==> src/rtl/clkgen_pkg.sv <==
// Shared types and helpers for the clkgen_div multi-channel clock divider.
package clkgen_pkg;

    localparam int DIV_MIN = 2;

    typedef enum logic [1:0] {
        ST_IDLE  = 2'd0,
        ST_RUN   = 2'd1,
        ST_DRAIN = 2'd2
    } chan_state_e;

    // Divisors below DIV_MIN cannot form a high and a low phase, so they are raised.
    function automatic logic [31:0] clamp_div(input logic [31:0] div);
        return (div < 32'(DIV_MIN)) ? 32'(DIV_MIN) : div;
    endfunction

endpackage

==> src/rtl/clkgen_chan.sv <==
// One divider channel: run/drain state machine, period counter, active and pending divisor.
// Tick output only exists when CLKGEN_TICK_EN is defined; otherwise it is tied low.
module clkgen_chan
    import clkgen_pkg::*;
#(
    parameter int DIV_W       = 8,
    parameter int DEFAULT_DIV = 2
) (
    input  logic             clk,
    input  logic             rst_n,
    input  logic             run,
    input  logic             wr_en,
    input  logic [DIV_W-1:0] wr_div,
    output logic             pend,
    output logic             div_clk,
    output logic             tick,
    output logic             busy
);

    localparam logic [DIV_W-1:0] RESET_DIV = DIV_W'(clamp_div(32'(DEFAULT_DIV)));

    chan_state_e      state_q, state_d;
    logic [DIV_W-1:0] cnt_q, cnt_d;
    logic [DIV_W-1:0] div_q, div_d;
    logic [DIV_W-1:0] pend_div_q, pend_div_d;
    logic             pend_q, pend_d;
    logic             div_clk_q, div_clk_d;
    logic             busy_q, busy_d;
    logic             wrap;
    logic             apply;

    assign wrap = (cnt_q == div_q - 1'b1);

    always_comb begin
        state_d    = state_q;
        cnt_d      = cnt_q;
        div_d      = div_q;
        pend_d     = pend_q;
        pend_div_d = pend_div_q;
        apply      = 1'b0;

        case (state_q)
            ST_IDLE: begin
                cnt_d = '0;
                apply = pend_q;
                if (run) begin
                    state_d = ST_RUN;
                end
            end
            ST_RUN: begin
                cnt_d = wrap ? '0 : cnt_q + 1'b1;
                apply = pend_q && wrap;
                if (!run) begin
                    state_d = wrap ? ST_IDLE : ST_DRAIN;
                end
            end
            ST_DRAIN: begin
                cnt_d = wrap ? '0 : cnt_q + 1'b1;
                apply = pend_q && wrap;
                if (run) begin
                    state_d = ST_RUN;
                end else if (wrap) begin
                    state_d = ST_IDLE;
                end
            end
            default: begin
                state_d = ST_IDLE;
                cnt_d   = '0;
            end
        endcase

        // A new divisor only lands at a period boundary, so no period mixes two divisors.
        if (apply) begin
            div_d  = pend_div_q;
            pend_d = 1'b0;
        end
        if (wr_en) begin
            pend_d     = 1'b1;
            pend_div_d = DIV_W'(clamp_div(32'(wr_div)));
        end

        busy_d    = (state_d != ST_IDLE);
        div_clk_d = busy_d && (cnt_d < (div_d >> 1));
    end

    always_ff @(posedge clk) begin
        if (!rst_n) begin
            state_q    <= ST_IDLE;
            cnt_q      <= '0;
            div_q      <= RESET_DIV;
            pend_div_q <= RESET_DIV;
            pend_q     <= 1'b0;
            div_clk_q  <= 1'b0;
            busy_q     <= 1'b0;
        end else begin
            state_q    <= state_d;
            cnt_q      <= cnt_d;
            div_q      <= div_d;
            pend_div_q <= pend_div_d;
            pend_q     <= pend_d;
            div_clk_q  <= div_clk_d;
            busy_q     <= busy_d;
        end
    end

`ifdef CLKGEN_TICK_EN
    logic tick_q, tick_d;

    always_comb begin
        tick_d = (state_d == ST_RUN) && (cnt_d == '0);
    end

    always_ff @(posedge clk) begin
        if (!rst_n) begin
            tick_q <= 1'b0;
        end else begin
            tick_q <= tick_d;
        end
    end

    assign tick = tick_q;
`else
    assign tick = 1'b0;
`endif

    assign pend    = pend_q;
    assign div_clk = div_clk_q;
    assign busy    = busy_q;

endmodule

==> src/rtl/clkgen_div.sv <==
// Multi-channel programmable clock divider top: cfg write decode and cfg_ready mux.
// Define CLKGEN_TICK_EN to build the per-period tick outputs.
module clkgen_div
    import clkgen_pkg::*;
#(
    parameter int CHANNELS    = 4,
    parameter int DIV_W       = 8,
    parameter int DEFAULT_DIV = 2,
    localparam int CH_W       = (CHANNELS > 1) ? $clog2(CHANNELS) : 1
) (
    input  logic                clk,
    input  logic                rst_n,
    input  logic [CHANNELS-1:0] run,
    input  logic                cfg_valid,
    input  logic [CH_W-1:0]     cfg_ch,
    input  logic [DIV_W-1:0]    cfg_div,
    output logic                cfg_ready,
    output logic [CHANNELS-1:0] div_clk,
    output logic [CHANNELS-1:0] tick,
    output logic [CHANNELS-1:0] busy
);

    logic [CHANNELS-1:0] pend;
    logic [CHANNELS-1:0] wr_en;

    // Out-of-range channel indices are never accepted.
    assign cfg_ready = (32'(cfg_ch) < CHANNELS) ? !pend[cfg_ch] : 1'b0;

    genvar gi;
    generate
        for (gi = 0; gi < CHANNELS; gi++) begin : g_chan
            assign wr_en[gi] = cfg_valid && cfg_ready && (cfg_ch == CH_W'(gi));

            clkgen_chan #(
                .DIV_W       (DIV_W),
                .DEFAULT_DIV (DEFAULT_DIV)
            ) u_chan (
                .clk     (clk),
                .rst_n   (rst_n),
                .run     (run[gi]),
                .wr_en   (wr_en[gi]),
                .wr_div  (cfg_div),
                .pend    (pend[gi]),
                .div_clk (div_clk[gi]),
                .tick    (tick[gi]),
                .busy    (busy[gi])
            );
        end
    endgenerate

endmodule

==> config.mk <==
export PLATFORM = sky130hd
export DESIGN_NAME = clkgen_div
export DESIGN_NICKNAME = d
export VERILOG_FILES = /design/src/rtl/clkgen_pkg.sv /design/src/rtl/clkgen_chan.sv /design/src/rtl/clkgen_div.sv
export SDC_FILE = /design/constraint.sdc
export NUM_CORES = 1
export LEC_CHECK = 0
export ABC_AREA = 1
export BUFFER_PORTS_ARGS = -buffer_cell sky130_fd_sc_hd__buf_2
export CORE_ASPECT_RATIO = 2
export CORE_UTILIZATION = 45
export CTS_CLUSTER_SIZE = 8
export DETAILED_ROUTE_END_ITERATION = 16
export PLACE_DENSITY_LB_ADDON = 0.15
export REMOVE_ABC_BUFFERS = 1
export SETUP_SLACK_MARGIN = 0.02
export SYNTH_ARGS = -nofsm -noshare
export SYNTH_HDL_FRONTEND = slang
export SYNTH_SLANG_ARGS = --single-unit
export TNS_END_PERCENT = 20
==> constraint.sdc <==
create_clock -name clk -period 5.6 [get_ports clk]
set_input_delay 0.84 -clock clk [delete_from_list [all_inputs] [get_ports clk]]
set_output_delay 0.84 -clock clk [all_outputs]
set_load 0.02 [all_outputs]
==> impl_metrics.py, run 1 <==
metrics = {
    "clocking": {
        "cts_root_buffer": "clkbuf_16",
        "h-tree-depth": 4,
        "clkTransAtPathRegs_ps": 60,
        "clock_path_buffers": 2,
        "clock_sinks": 116,
        "ctsHoldBuffers": 0,
        "clk_latency_ps": 420,
        "cts_tree": "yes",
        "cts_resized": 0,
        "post_cts_buffers": 0,
        "cts_buffers": 17,
    },
    "hold_path": {
        "min-delay-path-class": "flip-flop to flip-flop",
        "min_from": "g_chan[0].u_chan.pend_div_q[6]",
    },
    "power_and_ir_drop": {
        "leakagePower_uw": 0.00348,
        "intPower_uw": 1750,
        "power_frac_clock_pct": 49.3,
        "p_seq_share_pct": 37.3,
        "max-vdd-ir-drop_mv": 0.233,
        "pwr_density_cell_nw_per_um2": 323,
        "p_switching_uw": 647,
        "comb_power_share_pct": 13.4,
        "p_sw_share_pct": 27.0,
    },
    "setup_path": {
        "cp_slowest_cell": "dfxtp_1",
        "critical_path_class": "flip-flop to flip-flop",
        "critPathMaxStageDelay_ps": 370,
        "crit_top_cell": "nand2_1",
        "cp-startpoint": "g_chan[2].u_chan.div_q[0]",
        "crit_path_end_kind": "flip-flop",
        "required_ps": 5960,
        "path_cells": "inv_2 -> ha_1 -> xor2_1 -> nand2_1 -> nor2_1 -> nand3_1 -> nor2_2 -> nand3_1 -> nand2_1 -> nand2_2 -> inv_1 -> nand2_1 -> o21ai_0 -> ha_1 -> a21oi_1 -> o211ai_1 -> inv_1 -> nand2_1 -> a21oi_2",
        "arrival_ps": 3160,
        "crit_family": "simple AND/OR/NAND/NOR gates",
        "critPathBufInv": 3,
        "startpoint_type": "flip-flop",
        "path_max_fanout": 13,
        "reg2reg_from": "g_chan[2].u_chan.div_q[0]",
    },
    "synth": {
        "dominantRegCellSynth": "dfxtp_1",
        "syn_inst": 939,
        "ys_ff_latch": 116,
        "async_flop_share_pct": 0,
        "synth_edf_count": 0,
        "syn_area_sq_um": 6600,
        "syn_avg_cell_area_sq_um": 7.02,
        "ys_seq_area_share_pct": 35.2,
        "yosys_warnings": 0,
        "ys_types": 38,
    },
    "timing": {
        "setup_tns_ps": 0,
        "whs_ps": 451,
        "min_period_ps": 2810,
        "rsz0062_at_grt": "false",
        "setup-violations-final": 0,
        "fin_skew_ps": 6.75,
        "hold_viol": 0,
        "timing.fmax_mhz": 356,
        "slew_headroom_pct": 48.7,
        "worst_pin_slew_ps": 769,
        "min_period_over_period_pct": 50.1,
        "final_max_slew_viol_count": 0,
    },
    "grt": {
        "grt_antenna_before_repair": 0,
        "grt_pass1_wl_microns": 25300,
        "grt_overflow_total": 0,
        "grt_max_degree": 43,
        "grt_pass1_vias": 5773,
        "grt_usage_pct": 21.7,
    },
    "place": {
        "dpl-instance-area_sq_um": 6790,
        "io_buffer_count": 25,
        "hpwl_microns": 11700,
        "dpl.cell_count": 1126,
        "place_congestion": 0.862,
    },
    "floorplan": {
        "die_width_microns": 87.6,
        "initial_utilization_pct": 46.0,
        "io_pins": 30,
        "die_y_microns": 173,
        "die_area_sq_um": 15200,
        "num_rows": 62,
        "core_area_sq_um": 14400,
    },
    "cells_and_area": {
        "finish.utilization_pct": 51.8,
        "nNetsFinal": 1018,
        "seqCellArea_sq_um": 2320,
        "n_antenna_cell": 0,
        "drive_above_1_share_pct": 9.32,
        "multi_input_comb_area_sq_um": 3670,
        "area_growth_pct": 12.8,
        "stdcell_area_sq_um": 7440,
        "fill_cells": 1503,
        "stdcell_count": 1158,
    },
    "routing": {
        "drtIter0Drc": 160,
        "vias": 5729,
        "drtPass1Iterations": 4,
        "drtAntennaViolNets": 0,
        "wire_per_inst_microns": 13.2,
        "routed_wirelength_microns": 15200,
        "viasPerCell": 4.95,
        "drc": 0,
    },
    "run": {
        "maxCapViolCount": 0,
    },
    "status": {
        "status": "finished clean",
    },
}
==> synth_stat cells (all sizes together) (3+ instances only) <==
cell type / n / area, sq um
a21oi: 55 / 294
or2: 3 / 21.3
xnor2: 20 / 175
nor2: 137 / 534
nand3: 49 / 260
dfxtp: 116 / 2320
inv: 114 / 428
nand2: 219 / 852
nand4: 6 / 37.5
o21ai: 54 / 274
clkbuf: 17 / 63.8
o211ai: 5 / 37.5
buf: 17 / 121
nor3: 27 / 135
ha: 48 / 601
nand3b: 6 / 45.0
xor2: 35 / 307
==> power groups by stage <==
| stage | registers (uW) | clock network [uW] | logic (uW) |
|---|---|---|---|
| after floorplan | 920 | 0 | 223 |
| after global placement | 914 | 0 | 323 |
| after detailed placement | 914 | 0 | 327 |
| after CTS | 896 | 1200 | 328 |
| after global routing | 901 | 1240 | 368 |
| final | 896 | 1180 | 322 |
==> cells in the final DEF, fill, tap and decap left out, drive strengths merged <==
master    count
buf          26
nand3b        6
conb          4
xor2         35
nor4          1
dfxtp       116
o211ai        5
xnor2        20
clkbuf       21
bufinv        4
a21boi        2
nand4         6
nor2        137
and2          1
nand2b        1
clkinvlp      3
nand2       219
a211oi        1
a21oi        55
mux2i         2
ha           48
clkinv        3
or2           3
nor3         27
inv         115
o21ai        54
nand3        49
o22ai         1
o221ai        1
==> flip-flops by register name, indices dropped and copies added (netlist names) <==
signal / cells
g_chan.u_chan.busy: 4
g_chan.u_chan.cnt_q: 32
g_chan.u_chan.div_clk: 4
g_chan.u_chan.div_q: 32
g_chan.u_chan.pend: 4
g_chan.u_chan.pend_div_q: 32
g_chan.u_chan.state_q: 8
==> layer usage <==
| metal | up-vias | global-route usage (%) | part of all wire [%] |
|---|---|---|---|
| li1 | 2985 | - | - |
| met1 | 2613 | 20.0 | 38 |
| met2 | 83 | 41.7 | 56 |
| met3 | 48 | 4.82 | 2.7 |
| met4 | 0 | 11.9 | 3.9 |
| met5 | - | 0 | 0 |
==> cells by family after synthesis <==
| group | after synthesis | share of synthesized area, % |
|---|---|---|
| buffers and inverters | 148 | 9.30 |
| other | 1 | 0.0569 |
| xor gates and xnor gates | 55 | 7.30 |
| DFF | 116 | 35.2 |
| and+or+nand+nor | 450 | 28.9 |
| adders and majority gates | 48 | 9.11 |
| muxes | 2 | 0.304 |
| AOI/OAI and AO/OA | 119 | 9.81 |
==> worst paths after layout <==
check	end	slack, ps	cells after the start
setup / recovery	g_chan[2].u_chan.div_clk	2790	19
hold / removal	g_chan[0].u_chan.pend_div_q[6]	450	2
setup reg to reg	g_chan[2].u_chan.div_clk	2790	19
hold reg to reg	g_chan[0].u_chan.pend_div_q[6]	450	2
==> area by class of cell <==
| type | count | share of cell area, % |
|---|---|---|
| Sequential cell | 116 | 31.2 |
| Multi-Input combinational cell | 678 | 49.4 |
| Clock buffer | 21 | 6.32 |
| Tap cell | 192 | 3.23 |
| Inverter | 114 | 5.75 |
| Timing Repair Buffer | 26 | 1.78 |
| Clock inverter | 11 | 2.34 |
==> worst reg2reg max path: cells and delay by family, from the launching register on <==
kind / cells / cell delay [ps]
simple gates: 9 / 860
fa+ha+maj: 2 / 620
xor+xnor: 1 / 160
compound gates: 4 / 460
buf+inv: 3 / 290
flops: 1 / 370
==> per-stage QoR <==
stage / setup slack, ps / total power [uW]
6_report: 2790 / 2400
2_1_floorplan: 3160 / 1140
3_5_place_dp: 2770 / 1240
4_1_cts: 2750 / 2430
5_1_grt: 2460 / 2510
3_3_place_gp: 2760 / 1240
Power figures use the tool's default switching activity.
==> run 2, diff against run 1 <==
==> constraint.sdc (replaced) <==
create_clock -name clk -period 2.7 [get_ports clk]
set_input_delay 0.405 -clock clk [delete_from_list [all_inputs] [get_ports clk]]
set_output_delay 0.405 -clock clk [all_outputs]
set_load 0.02 [all_outputs]
==> impl_metrics.py, run 2 (synthesis results as in run 1) <==
metrics = {
    "status": {
        "status": "finished clean",
    },
    "timing": {
        "setup_tns_ps": 0,
        "min_period_over_period_pct": 93.1,
        "rsz0062_at_grt": "true",
        "hold_viol": 0,
        "fin_skew_ps": 9.01,
        "setup-violations-final": 0,
        "worst_pin_slew_ps": 649,
        "final_max_slew_viol_count": 0,
        "slew_headroom_pct": 56.7,
        "timing.fmax_mhz": 398,
        "whs_ps": 301,
        "min_period_ps": 2510,
    },
    "hold_path": {
        "hold_depth": 3,
        "min-delay-path-class": "input port to flip-flop",
        "min_to": "g_chan[3].u_chan.pend_div_q[0]",
        "min_from": "cfg_div[0]",
    },
    "clocking": {
        "cts_tree": "yes",
        "clock_sinks": 116,
        "clk_latency_ps": 410,
        "cts_buffers": 17,
        "clock_path_buffers": 2,
        "h-tree-depth": 4,
        "clkTransAtPathRegs_ps": 60,
        "cts_root_buffer": "clkbuf_16",
    },
    "place": {
        "dpl-instance-area_sq_um": 6930,
        "io_buffer_count": 25,
        "place_congestion": 0.839,
        "hpwl_microns": 11800,
    },
    "floorplan": {
        "die_y_microns": 173,
        "num_rows": 62,
        "initial_utilization_pct": 46.0,
        "io_pins": 30,
        "die_width_microns": 87.6,
        "die_area_sq_um": 15200,
        "core_area_sq_um": 14400,
    },
    "cells_and_area": {
        "seqCellArea_sq_um": 2330,
        "area_growth_pct": 20.9,
        "multi_input_comb_area_sq_um": 3910,
        "top_regs": "g_chan.u_chan.cnt_q x32, g_chan.u_chan.div_q x32, g_chan.u_chan.pend_div_q x32",
        "n_antenna_cell": 0,
        "layout_commonest_cell": "nand2_1",
        "nNetsFinal": 1048,
        "drive_above_1_share_pct": 16.0,
        "mostFrequentLayoutCells": "nand2_1, nor2_1, dfxtp_1",
        "stdcell_area_sq_um": 7980,
        "fill_cells": 1405,
    },
    "grt": {
        "grt_pass1_wl_microns": 26000,
        "grt_usage_pct": 22.2,
        "grt_overflow_total": 0,
        "grt_max_degree": 46,
        "grt_pass1_vias": 5795,
        "grt_antenna_before_repair": 0,
    },
    "setup_path": {
        "reg2reg_from": "g_chan[3].u_chan.div_q[0]",
        "reg2reg_depth": 20,
        "path_max_fanout": 8,
        "crit_path_end_kind": "flip-flop",
        "startpoint_type": "flip-flop",
        "arrival_ps": 2860,
        "r2r_end": "g_chan[3].u_chan.div_clk",
        "required_ps": 3040,
        "ff2ff_setup_slack_ps": 190,
        "critical_path_class": "flip-flop to flip-flop",
    },
    "routing": {
        "vias": 5866,
        "drtAntennaViolNets": 0,
        "viasPerCell": 4.94,
        "drtIter0Drc": 226,
        "drc": 0,
        "routed_wirelength_microns": 16000,
        "drtPass1Iterations": 5,
        "wire_per_inst_microns": 13.5,
    },
    "power_and_ir_drop": {
        "p_seq_share_pct": 35.0,
        "power_frac_clock_pct": 50.3,
        "pwr_density_cell_nw_per_um2": 667,
        "comb_power_share_pct": 14.7,
        "p_switching_uw": 1390,
        "max-vdd-ir-drop_mv": 0.477,
        "leakagePower_uw": 0.00367,
        "p_sw_share_pct": 26.1,
        "intPower_uw": 3930,
    },
    "run": {
        "maxCapViolCount": 0,
    },
}
run 2: through the flow:
stage / instances / total power (uW) / setup slack, ps / utilization (%)
3_3_place_gp: 1143 / 2610 / -17.0 / 48.3
3_5_place_dp: 1143 / 2610 / -40.2 / 48.3
5_1_grt: 1188 / 5540 / -60.9 / 55.6
6_report: 1188 / 5320 / 187 / 55.6
4_1_cts: 1175 / 5300 / 0.721 / 53.3
2_1_floorplan: 908 / 2370 / 259 / -
run 2: critical path, cell delays in order, from the launching register on:
cell	delay [ps]
dfxtp_2	350
inv_4	50
ha_4	230
nand2_1	50
inv_1	30
nor2_1	90
nand2_1	50
nor2_1	80
nand3_1	110
nor2_4	180
nand3_2	110
nand2_4	140
nand2_8	110
buf_6	170
o21ai_4	140
ha_1	250
nand2_1	60
inv_1	30
nand2_1	50
nand2_1	60
a21oi_2	110
run 2: routing by layer:
layer / up-vias / global-route usage (%) / routed length [microns]
met2: 91 / 42.6 / 9100
met1: 2694 / 22.0 / 5990
met3: 31 / 3.82 / 469
li1: 3050 / - / -
met4: 0 / 10.2 / 449
met5: - / 0 / 0
run 2: worst max path at each step:
stage          depth (start not counted)  slack, ps                        to                      start
2_1_floorplan                         16        260  g_chan[1].u_chan.div_clk  g_chan[1].u_chan.div_q[0]
3_3_place_gp                          19        -20  g_chan[3].u_chan.div_clk  g_chan[3].u_chan.div_q[0]
3_5_place_dp                          19        -40  g_chan[3].u_chan.div_clk  g_chan[3].u_chan.div_q[0]
4_1_cts                               20        0.7  g_chan[3].u_chan.div_clk  g_chan[3].u_chan.div_q[0]
5_1_grt                               20        -60  g_chan[3].u_chan.div_clk  g_chan[3].u_chan.div_q[1]
6_report                              20        190  g_chan[3].u_chan.div_clk  g_chan[3].u_chan.div_q[0]
run 2: area by class of cell:
| type | instances | area share [%] |
|---|---|---|
| clock buffers | 19 | 5.55 |
| clock inverters | 13 | 3.17 |
| flip-flops and latches | 116 | 29.2 |
| well taps | 192 | 3.01 |
| inverters | 114 | 5.43 |
| multi-input cells | 679 | 49.0 |
| repair buffers | 55 | 4.64 |
run 2: what timing repair did:
action / 4_1_cts / 5_1_grt
cloned: 0 / 1
pin swaps: 0 / 23
hold endpoints to repair: 0 / 0
hold buffers: 0 / 0
endpoints found under the setup margin: 3 / 4
setup buffers: 0 / 12
gates resized for setup: 4 / 56
run 2: power by group through the flow:
| stage | Clock, uW | Combinational [uW] | Sequential (uW) |
|---|---|---|---|
| after floorplan | 0 | 462 | 1910 |
| after global placement | 0 | 717 | 1890 |
| after detailed placement | 0 | 722 | 1890 |
| after CTS | 2710 | 730 | 1860 |
| after global routing | 2790 | 886 | 1870 |
| final | 2680 | 781 | 1860 |
